$ cat src/rtl/microwave_pkg.sv
// Shared types and constants for the microwave front-panel logic.
package microwave_pkg;

  localparam int         NUM_DIGIT_KEYS = 10;
  localparam logic [3:0] BCD_BLANK      = 4'b1111;

  typedef enum logic [1:0] {
    IDLE,
    DB_PRESS,
    HELD,
    DB_RELEASE
  } kp_state_e;

endpackage

$ cat src/rtl/key_sync.sv
// Two-flop synchronizer for asynchronous key lines; 2-cycle latency, no backpressure.
module key_sync #(
  parameter int WIDTH = 10
) (
  input  logic             clk,
  input  logic             rst_n,
  input  logic [WIDTH-1:0] d_i,
  output logic [WIDTH-1:0] q_o
);

  logic [WIDTH-1:0] meta_q;
  logic [WIDTH-1:0] sync_q;

  always_ff @(posedge clk or negedge rst_n) begin
    if (!rst_n) begin
      meta_q <= '0;
      sync_q <= '0;
    end else begin
      meta_q <= d_i;
      sync_q <= meta_q;
    end
  end

  assign q_o = sync_q;

endmodule

$ cat src/rtl/keypad_bcd_encoder.sv
// Debounced digit-key to BCD encoder with single-press strobe and multi-key reject.
// Strobe appears DEBOUNCE_CYCLES+2 edges after a stable pattern first enters the synchronizer; no backpressure.
module keypad_bcd_encoder
  import microwave_pkg::*;
#(
  parameter  int DEBOUNCE_CYCLES = 16,
  localparam int CNT_W           = $clog2(DEBOUNCE_CYCLES + 1)
) (
  input  logic                      clk,
  input  logic                      rst_n,
  input  logic [NUM_DIGIT_KEYS-1:0] keys,
  output logic [3:0]                bcd,
  output logic                      bcd_valid,
  output logic                      multi_key,
  output logic                      key_held
);

  localparam logic [CNT_W-1:0]          CNT_LAST = CNT_W'(DEBOUNCE_CYCLES - 1);
  localparam logic [CNT_W-1:0]          CNT_ONE  = CNT_W'(1);
  localparam logic [NUM_DIGIT_KEYS-1:0] KEY_ONE  = NUM_DIGIT_KEYS'(1);

  logic [NUM_DIGIT_KEYS-1:0] ks;
  logic [NUM_DIGIT_KEYS-1:0] cap_q, cap_d;
  logic [CNT_W-1:0]          cnt_q, cnt_d;
  kp_state_e                 state_q, state_d;
  logic [3:0]                bcd_q, bcd_d;
  logic                      valid_q, valid_d;
  logic                      multi_q, multi_d;
  logic                      cnt_done;
  logic                      cap_onehot;
  logic [3:0]                cap_idx;

  key_sync #(.WIDTH(NUM_DIGIT_KEYS)) u_sync (
    .clk   (clk),
    .rst_n (rst_n),
    .d_i   (keys),
    .q_o   (ks)
  );

  assign cnt_done   = (cnt_q == CNT_LAST);
  // Clearing the lowest set bit leaves zero only for a single-bit pattern.
  assign cap_onehot = (cap_q != '0) && ((cap_q & (cap_q - KEY_ONE)) == '0);

  always_comb begin
    cap_idx = 4'd0;
    for (int i = 0; i < NUM_DIGIT_KEYS; i++) begin
      if (cap_q[i]) cap_idx = 4'(i);
    end
  end

  always_comb begin
    state_d = state_q;
    cnt_d   = cnt_q;
    cap_d   = cap_q;
    bcd_d   = bcd_q;
    valid_d = 1'b0;
    multi_d = 1'b0;
    unique case (state_q)
      IDLE: begin
        if (ks != '0) begin
          cap_d   = ks;
          cnt_d   = '0;
          state_d = DB_PRESS;
        end
      end
      DB_PRESS: begin
        if (ks != cap_q) begin
          cnt_d   = '0;
          state_d = IDLE;
        end else if (cnt_done) begin
          cnt_d   = '0;
          state_d = HELD;
          if (cap_onehot) begin
            bcd_d   = cap_idx;
            valid_d = 1'b1;
          end else begin
            multi_d = 1'b1;
          end
        end else begin
          cnt_d = cnt_q + CNT_ONE;
        end
      end
      HELD: begin
        // Roll-over to other keys is ignored until the panel goes fully quiet.
        if (ks == '0) begin
          cnt_d   = '0;
          state_d = DB_RELEASE;
        end
      end
      DB_RELEASE: begin
        if (ks != '0) begin
          cnt_d   = '0;
          state_d = HELD;
        end else if (cnt_done) begin
          cnt_d   = '0;
          state_d = IDLE;
        end else begin
          cnt_d = cnt_q + CNT_ONE;
        end
      end
      default: begin
        cnt_d   = '0;
        state_d = IDLE;
      end
    endcase
  end

  always_ff @(posedge clk or negedge rst_n) begin
    if (!rst_n) begin
      state_q <= IDLE;
      cnt_q   <= '0;
      cap_q   <= '0;
      bcd_q   <= BCD_BLANK;
      valid_q <= 1'b0;
      multi_q <= 1'b0;
    end else begin
      state_q <= state_d;
      cnt_q   <= cnt_d;
      cap_q   <= cap_d;
      bcd_q   <= bcd_d;
      valid_q <= valid_d;
      multi_q <= multi_d;
    end
  end

  assign bcd       = bcd_q;
  assign bcd_valid = valid_q;
  assign multi_key = multi_q;
  assign key_held  = (state_q == HELD) || (state_q == DB_RELEASE);

endmodule

$ cat config.mk
export PLATFORM = sky130hd
export DESIGN_NAME = keypad_bcd_encoder
export DESIGN_NICKNAME = d
export VERILOG_FILES = /design/src/rtl/microwave_pkg.sv /design/src/rtl/key_sync.sv /design/src/rtl/keypad_bcd_encoder.sv
export SDC_FILE = /design/constraint.sdc
export NUM_CORES = 1
export LEC_CHECK = 0
export ABC_AREA = 0
export CAP_MARGIN = 10
export CORE_UTILIZATION = 46
export CTS_CLUSTER_SIZE = 24
export DETAILED_ROUTE_END_ITERATION = 12
export PLACE_DENSITY = 0.64
export SETUP_SLACK_MARGIN = 0.02
export SYNTH_ARGS = -nofsm -noshare
export SYNTH_HDL_FRONTEND = slang
export SYNTH_SLANG_ARGS = --single-unit
$ cat constraint.sdc
create_clock -name clk -period 2.3 [get_ports clk]
set_input_delay 0.46 -clock clk [delete_from_list [all_inputs] [get_ports clk]]
set_output_delay 0.46 -clock clk [all_outputs]
set_load 0.01 [all_outputs]
==> flow_summary.json, run 1 <==
{
  "placedInstanceArea_um2": 2080,
  "synthArstFlopShare_pct": 100,
  "gp_congestion": 0.895,
  "max_freq_mhz": 464,
  "clk-insertion-delay-late_ps": 290,
  "synth_xor_area_share_pct": 5.60,
  "period_needed_ps": 2160,
  "muxShareOfSynthArea_pct": 6.07,
  "reg2reg_depth": 6,
  "core_area_um2": 3770,
  "rr_startpoint": "cap_q[1]$_DFFE_PN0P_",
  "r2r_end": "bcd[3]$_DFFE_PN1P_",
  "maxSlewHeadroom_pct": 42.8,
  "cts.path.max_buffers": 2,
  "worst_slack_ps": 145,
  "synth_edf_count": 0,
  "power_mw": 1.68,
  "final_cells": 222,
  "num-nets-final": 186,
  "timing.hold.ws_ps": 101,
  "synth_top_cell_area_share_pct": 52.0,
  "drive_gt1_share_pct": 19.5,
  "hp-class": "in -> async",
  "portBuffers": 18,
  "die-area_um2": 4340,
  "leakage_nw": 0.922,
  "placedCellCount": 214,
  "htreeDepth": 2,
  "num_io_pins": 19,
  "clk_pin_slew_ps": 80,
  "routedWlPerCell_um": 14.3,
  "setup_tns_ps": 0,
  "synth_fa_ha_area_share_pct": 0.667,
  "final_common_cell": "dfrtp_1",
  "routed_via_density": 5.53,
  "drc": 0,
  "fin_util_pct": 58.6,
  "rrSetupSlack_ps": 140,
  "rows": 22,
  "ctsHoldBuffers": 0,
  "drv_cap": 0,
  "rsz0062_at_grt": "no",
  "cts_setup_buffers": 0,
  "crit_buf_inv": 1,
  "final_area_um2": 2210,
  "synth_cell_type_count": 46,
  "vias": 1228,
  "hold_violations": 0,
  "netlist_instances": 152,
  "ys_ff_latch": 43,
  "ys.flop_type": "dfrtp_1",
  "arrival_ps": 2370,
  "synth_top_family_by_area": "simple AND/OR/NAND/NOR gates",
  "drt_iter0_markers": 70,
  "die_y_um": 65.9,
  "yosysTopAreaCell": "dfrtp_1",
  "yosys.area_share.simple_pct": 12.9,
  "slew_viol_final": 0,
  "worst-setup-path-type": "reg -> reg",
  "overflow": 0,
  "synth.avg_cell_area_um2": 12.3,
  "cpLargestDelayFamily": "simple AND/OR/NAND/NOR gates",
  "slowest_delay_ps": 560,
  "ir_drop_v": 0.000525,
  "post-route-period-util_pct": 93.7,
  "worst_slew_pin_slew_ps": 853,
  "seq_area_um2": 1080,
  "n_fill_cell": 296,
  "end_kind": "flip-flop",
  "initial_core_util_pct": 49.7,
  "cp_max_fo": 7,
  "yosysSeqAreaShare_pct": 57.6,
  "dp_worst_setup_slack_ps": 145,
  "synth-compound-area-share_pct": 12.1,
  "area_growth_syn_to_layout_pct": 17.9,
  "cts_sinks": 43,
  "die_w_um": 65.9,
  "finClkSkew_ps": 3.76,
  "postRouteWirelength_um": 3170,
  "cts_made_buffers": 5,
  "synthTopCellsByArea": "dfrtp_1, dfstp_2, xnor2_1",
  "multi_input_area_um2": 699,
  "worstPathRequired_ps": 2510,
  "ant_nets": 0,
  "finalSetupViolCount": 0,
  "layout_common_cells": "dfrtp_1, clkdlybuf4s50_1, xnor2_1",
  "p_per_area_nw_per_um2": 760,
  "yosys_warnings": 0,
  "cts_tree": "built",
  "syn-cell-area_um2": 1880,
  "grt_pass1_vias": 1215,
  "cts_resized": 0,
  "dp_hpwl_um": 2310,
  "n_antenna_cell": 0,
  "synth_fp_nets": 165,
  "crit_chain": "or4_4 > a2111oi_2 > or2_2 > and3_1 > buf_4 > mux2i_1",
  "root_buffer": "clkbuf_8",
  "grt_use_total_pct": 17.2,
  "firstDrtPassIters": 4,
  "critPathSlowestCell": "or4_4",
  "grt_max_degree": 26,
  "grt_pass1_wl_um": 5520,
  "antenna_found_initial": 0,
  "status": "finished, final reports clean",
  "critPathLaunchType": "flip-flop"
}
[cell families (layout without fill, tap and decap cells)]
family                     after synthesis  after routing
xor gates and xnor gates                12             12
and+or+nand+nor                         39             39
muxes                                   10             10
adders and majority gates                1              1
AOI/OAI and AO/OA                       32             32
DFF                                     43             43
buffers and inverters                   15             37
[Yosys cell counts, drive strengths merged (3+ instances only)]
| master | instances |
|---|---|
| a211oi | 3 |
| a22o | 3 |
| a31oi | 3 |
| buf | 6 |
| clkbuf | 3 |
| dfrtp | 39 |
| dfstp | 4 |
| inv | 6 |
| mux2 | 8 |
| nand2 | 6 |
| nand3 | 6 |
| nor2 | 5 |
| nor3 | 4 |
| nor4 | 3 |
| o21ai | 8 |
| or4 | 3 |
| xnor2 | 11 |
[worst max path at each step]
stage / from / end / slack (ps) / cells after the start
after global routing: cap_q[1]$_DFFE_PN0P_ / bcd[3]$_DFFE_PN1P_ / 20 / 6
after global placement: cap_q[1]$_DFFE_PN0P_ / bcd[3]$_DFFE_PN1P_ / 200 / 6
after detailed placement: cap_q[1]$_DFFE_PN0P_ / bcd[3]$_DFFE_PN1P_ / 140 / 6
after CTS: cap_q[1]$_DFFE_PN0P_ / bcd[3]$_DFFE_PN1P_ / 120 / 6
final: cap_q[1]$_DFFE_PN0P_ / bcd[3]$_DFFE_PN1P_ / 140 / 6
after floorplan: cap_q[2]$_DFFE_PN0P_ / bcd[2]$_DFFE_PN1P_ / 180 / 7
[final cells by class]
type                            count  area share, %
Clock inverter                      2           2.72
Sequential cell                    43           49.0
Tap cell                           48           2.72
Multi-Input combinational cell     94           31.6
Inverter                            6           1.02
Clock buffer                        6           3.28
Timing Repair Buffer               23           9.62
[per-layer routing]
metal	vias up	routed length [um]	global-route usage, %	part of all wire, %
met2	37	1530	27.2	48
met4	0	46	8.42	1.5
met1	599	1450	22.3	46
met3	7	132	3.79	4.2
li1	585	-	-	-
met5	-	0	0	0
[flip-flops by register name (all words and copies together) (netlist names)]
register / cells
bcd: 4
bcd_valid: 1
u_sync.q_o: 10
u_sync.meta_q: 10
cnt_q: 5
cap_q: 10
multi_key: 1
state_q: 2
[power breakdown]
| group | internal [mW] | total [mW] | switching, mW |
|---|---|---|---|
| combinational | 0.0796 | 0.146 | 0.0662 |
| sequential | 0.799 | 0.866 | 0.0669 |
| clock | 0.434 | 0.669 | 0.236 |
| total | 1.31 | 1.68 | 0.369 |
[worst register-to-register path, delay by kind of cell (launching register included)]
family	cells	cell delay [ps]
multiplexers	1	180
AO/OA/AOI/OAI	1	350
AND/OR/NAND/NOR	3	950
flip-flops	1	450
buffers and inverters	1	150
Power figures use the tool's default switching activity.
==> inputs of run 2 (changes only) <==
--- a/config.mk
+++ b/config.mk
@@ -14,4 +14,5 @@
 export SETUP_SLACK_MARGIN = 0.02
 export SYNTH_ARGS = -nofsm -noshare
 export SYNTH_HDL_FRONTEND = slang
+export SYNTH_HIERARCHICAL = 1
 export SYNTH_SLANG_ARGS = --single-unit
==> run 2 against run 1 <==
  * The run now ends with setup timing left
  * Routed wire length increased by 6.1%
  * Cell count increased by 5.0%
  * Worst setup slack got worse by 150 ps
  * Critical endpoint unchanged
  * Largest power group unchanged
==> flow_summary.json, run 2 <==
{
  "status": "finished with violations",
  "violations": "setup timing",
  "dp_hpwl_um": 2380,
  "placedInstanceArea_um2": 2160,
  "cts.path.max_buffers": 2,
  "drt_iter0_markers": 61,
  "crit_path_frequent_cell": "mux2_4",
  "cp_max_fo": 4,
  "portBuffers": 18,
  "clk_pin_slew_ps": 90,
  "synth_top_cell_area_share_pct": 51.5,
  "n_fill_cell": 316,
  "root_buffer": "clkbuf_8",
  "firstDrtPassIters": 4,
  "hold_violations": 0,
  "routedWlPerCell_um": 14.4,
  "rr_startpoint": "cap_q[1]$_DFFE_PN0P_",
  "yosysSeqAreaShare_pct": 57.0,
  "die_w_um": 66.2,
  "synth.avg_cell_area_um2": 12.1,
  "cts_setup_buffers": 0,
  "final_common_cell": "dfrtp_1",
  "post-route-period-util_pct": 100,
  "synthArstFlopShare_pct": 100,
  "critPathLaunchType": "flip-flop",
  "drc": 0,
  "hp-class": "in -> async",
  "worst_slew_pin_slew_ps": 529,
  "netlist_instances": 157,
  "placedCellCount": 225,
  "htreeDepth": 2,
  "layout_common_cells": "dfrtp_1, clkdlybuf4s50_1, xnor2_1",
  "die-area_um2": 4380,
  "leakage_nw": 0.940,
  "die_y_um": 66.2,
  "p_per_area_nw_per_um2": 674,
  "period_needed_ps": 2310,
  "worstPathRequired_ps": 2530,
  "finClkSkew_ps": 7.90,
  "ir_drop_v": 0.000410,
  "area_growth_syn_to_layout_pct": 19.9,
  "clk-insertion-delay-late_ps": 300,
  "grt_pass1_vias": 1278,
  "final_area_um2": 2270,
  "yosysMostFrequentCell": "dfrtp_1",
  "cts_made_buffers": 5,
  "ctsHoldBuffers": 0,
  "rsz0062_at_grt": "yes",
  "r2r_end": "bcd[3]$_DFFE_PN1P_",
  "vias": 1272,
  "num-nets-final": 197,
  "crit_chain": "or4_4 > nor4b_4 > mux2_4 > nor3_4 > and3_4 > mux2_4",
  "n_antenna_cell": 0,
  "rrSetupSlack_ps": -6,
  "rows": 22,
  "dp_worst_setup_slack_ps": -62.2,
  "routed_via_density": 5.46,
  "syn-cell-area_um2": 1900,
  "initial_core_util_pct": 49.9,
  "synth_fp_nets": 170,
  "crit_buf_inv": 0,
  "num_io_pins": 19,
  "critPathLaunch": "cap_q[1]$_DFFE_PN0P_",
  "worst-setup-path-type": "reg -> reg",
  "ant_nets": 0,
  "synthTopCellsByArea": "dfrtp_1, dfstp_2, xnor2_1",
  "cts_sinks": 43,
  "cpLargestDelayFamily": "simple AND/OR/NAND/NOR gates",
  "antenna_found_initial": 0,
  "slowest_delay_ps": 580,
  "seq_area_um2": 1080,
  "synth_edf_count": 0,
  "grt_use_total_pct": 18.1,
  "yosysTopAreaCell": "dfrtp_1",
  "cts_tree": "built",
  "yosys_warnings": 6,
  "gp_congestion": 0.858,
  "postRouteWirelength_um": 3360,
  "final_cells": 233,
  "ys_ff_latch": 43,
  "grt_pass1_wl_um": 5880,
  "drv_cap": 0,
  "multi_input_area_um2": 790,
  "drive_gt1_share_pct": 23.8,
  "overflow": 0,
  "critPathSlowestCell": "or4_4",
  "arrival_ps": 2540,
  "grt_max_degree": 44,
  "slew_viol_final": 0,
  "end_kind": "flip-flop",
  "maxSlewHeadroom_pct": 64.7,
  "max_freq_mhz": 434,
  "setup_tns_ps": -9.48,
  "path_depth": 6,
  "fin_util_pct": 59.8,
  "synth_cell_type_count": 38,
  "reg2reg_depth": 6,
  "synth_commonest_cells": "dfrtp_1, xnor2_1, nand3_1",
  "core_area_um2": 3800,
  "finalSetupViolCount": 4,
  "ys.flop_type": "dfrtp_1",
  "worst_slack_ps": -5.51
}
## run 2: cell count changes in the layout (fill, tap and decap cells not counted), sizes merged, moves of 4 or more
cell	change
mux2	+5
buf	+4
nand3	+4
nor2	+4
## run 2: final cells by class
type,count,area share [%]
Multi-Input combinational cell,105,34.7
Clock inverter,3,1.05
Sequential cell,43,47.6
Tap cell,48,2.64
Timing Repair Buffer,27,10.7
Inverter,2,0.330
Clock buffer,5,3.03
## run 2: worst register-to-register path: stages, from the launching register on
cell,delay [ps]
dfrtp_1,390
or4_4,580
nor4b_4,240
mux2_4,340
nor3_4,130
and3_4,250
mux2_4,300
## run 2: through the flow
step	hold WS, ps	total power [mW]
after floorplan	164	0.971
after global placement	332	1.05
after detailed placement	335	1.05
after CTS	228	1.55
after global routing	249	1.60
final	216	1.53
## run 2: layer usage
layer	track usage (%)	vias to the layer above	part of all wire, %
met2	29.3	34	48
met1	22.5	613	45
met4	7.71	0	2.9
met3	5.34	10	4.0
li1	-	615	-
met5	0	-	0
## run 2: what timing repair did
action | CTS | global route
gates resized for setup | 4 | 1
pin swaps | 1 | 1
setup endpoints to repair | 4 | 4
## run 2: cells by family after synthesis
group | after synthesis | synth area share, %
muxes | 13 | 8.71
adders and majority gates | 2 | 1.19
DFF | 43 | 57.0
AOI/OAI and AO/OA | 22 | 7.78
xor gates and xnor gates | 13 | 6.00
and+or+nand+nor | 55 | 17.0
buffers and inverters | 9 | 2.31
## run 2: report_power, final
part | internal, mW | switching, mW | leakage, nW | total (mW)
Sequential | 0.797 | 0.0532 | 0.517 | 0.850
Clock | 0.217 | 0.269 | 0.0408 | 0.486
Combinational | 0.0980 | 0.0974 | 0.382 | 0.195
Total | 1.11 | 0.420 | 0.940 | 1.53
## run 2: worst max path at each step
stage                         endpoint
floorplan           bcd[0]$_DFFE_PN1P_
global placement    bcd[2]$_DFFE_PN1P_
detailed placement  bcd[2]$_DFFE_PN1P_
CTS                 bcd[3]$_DFFE_PN1P_
global route        bcd[3]$_DFFE_PN1P_
finish              bcd[3]$_DFFE_PN1P_
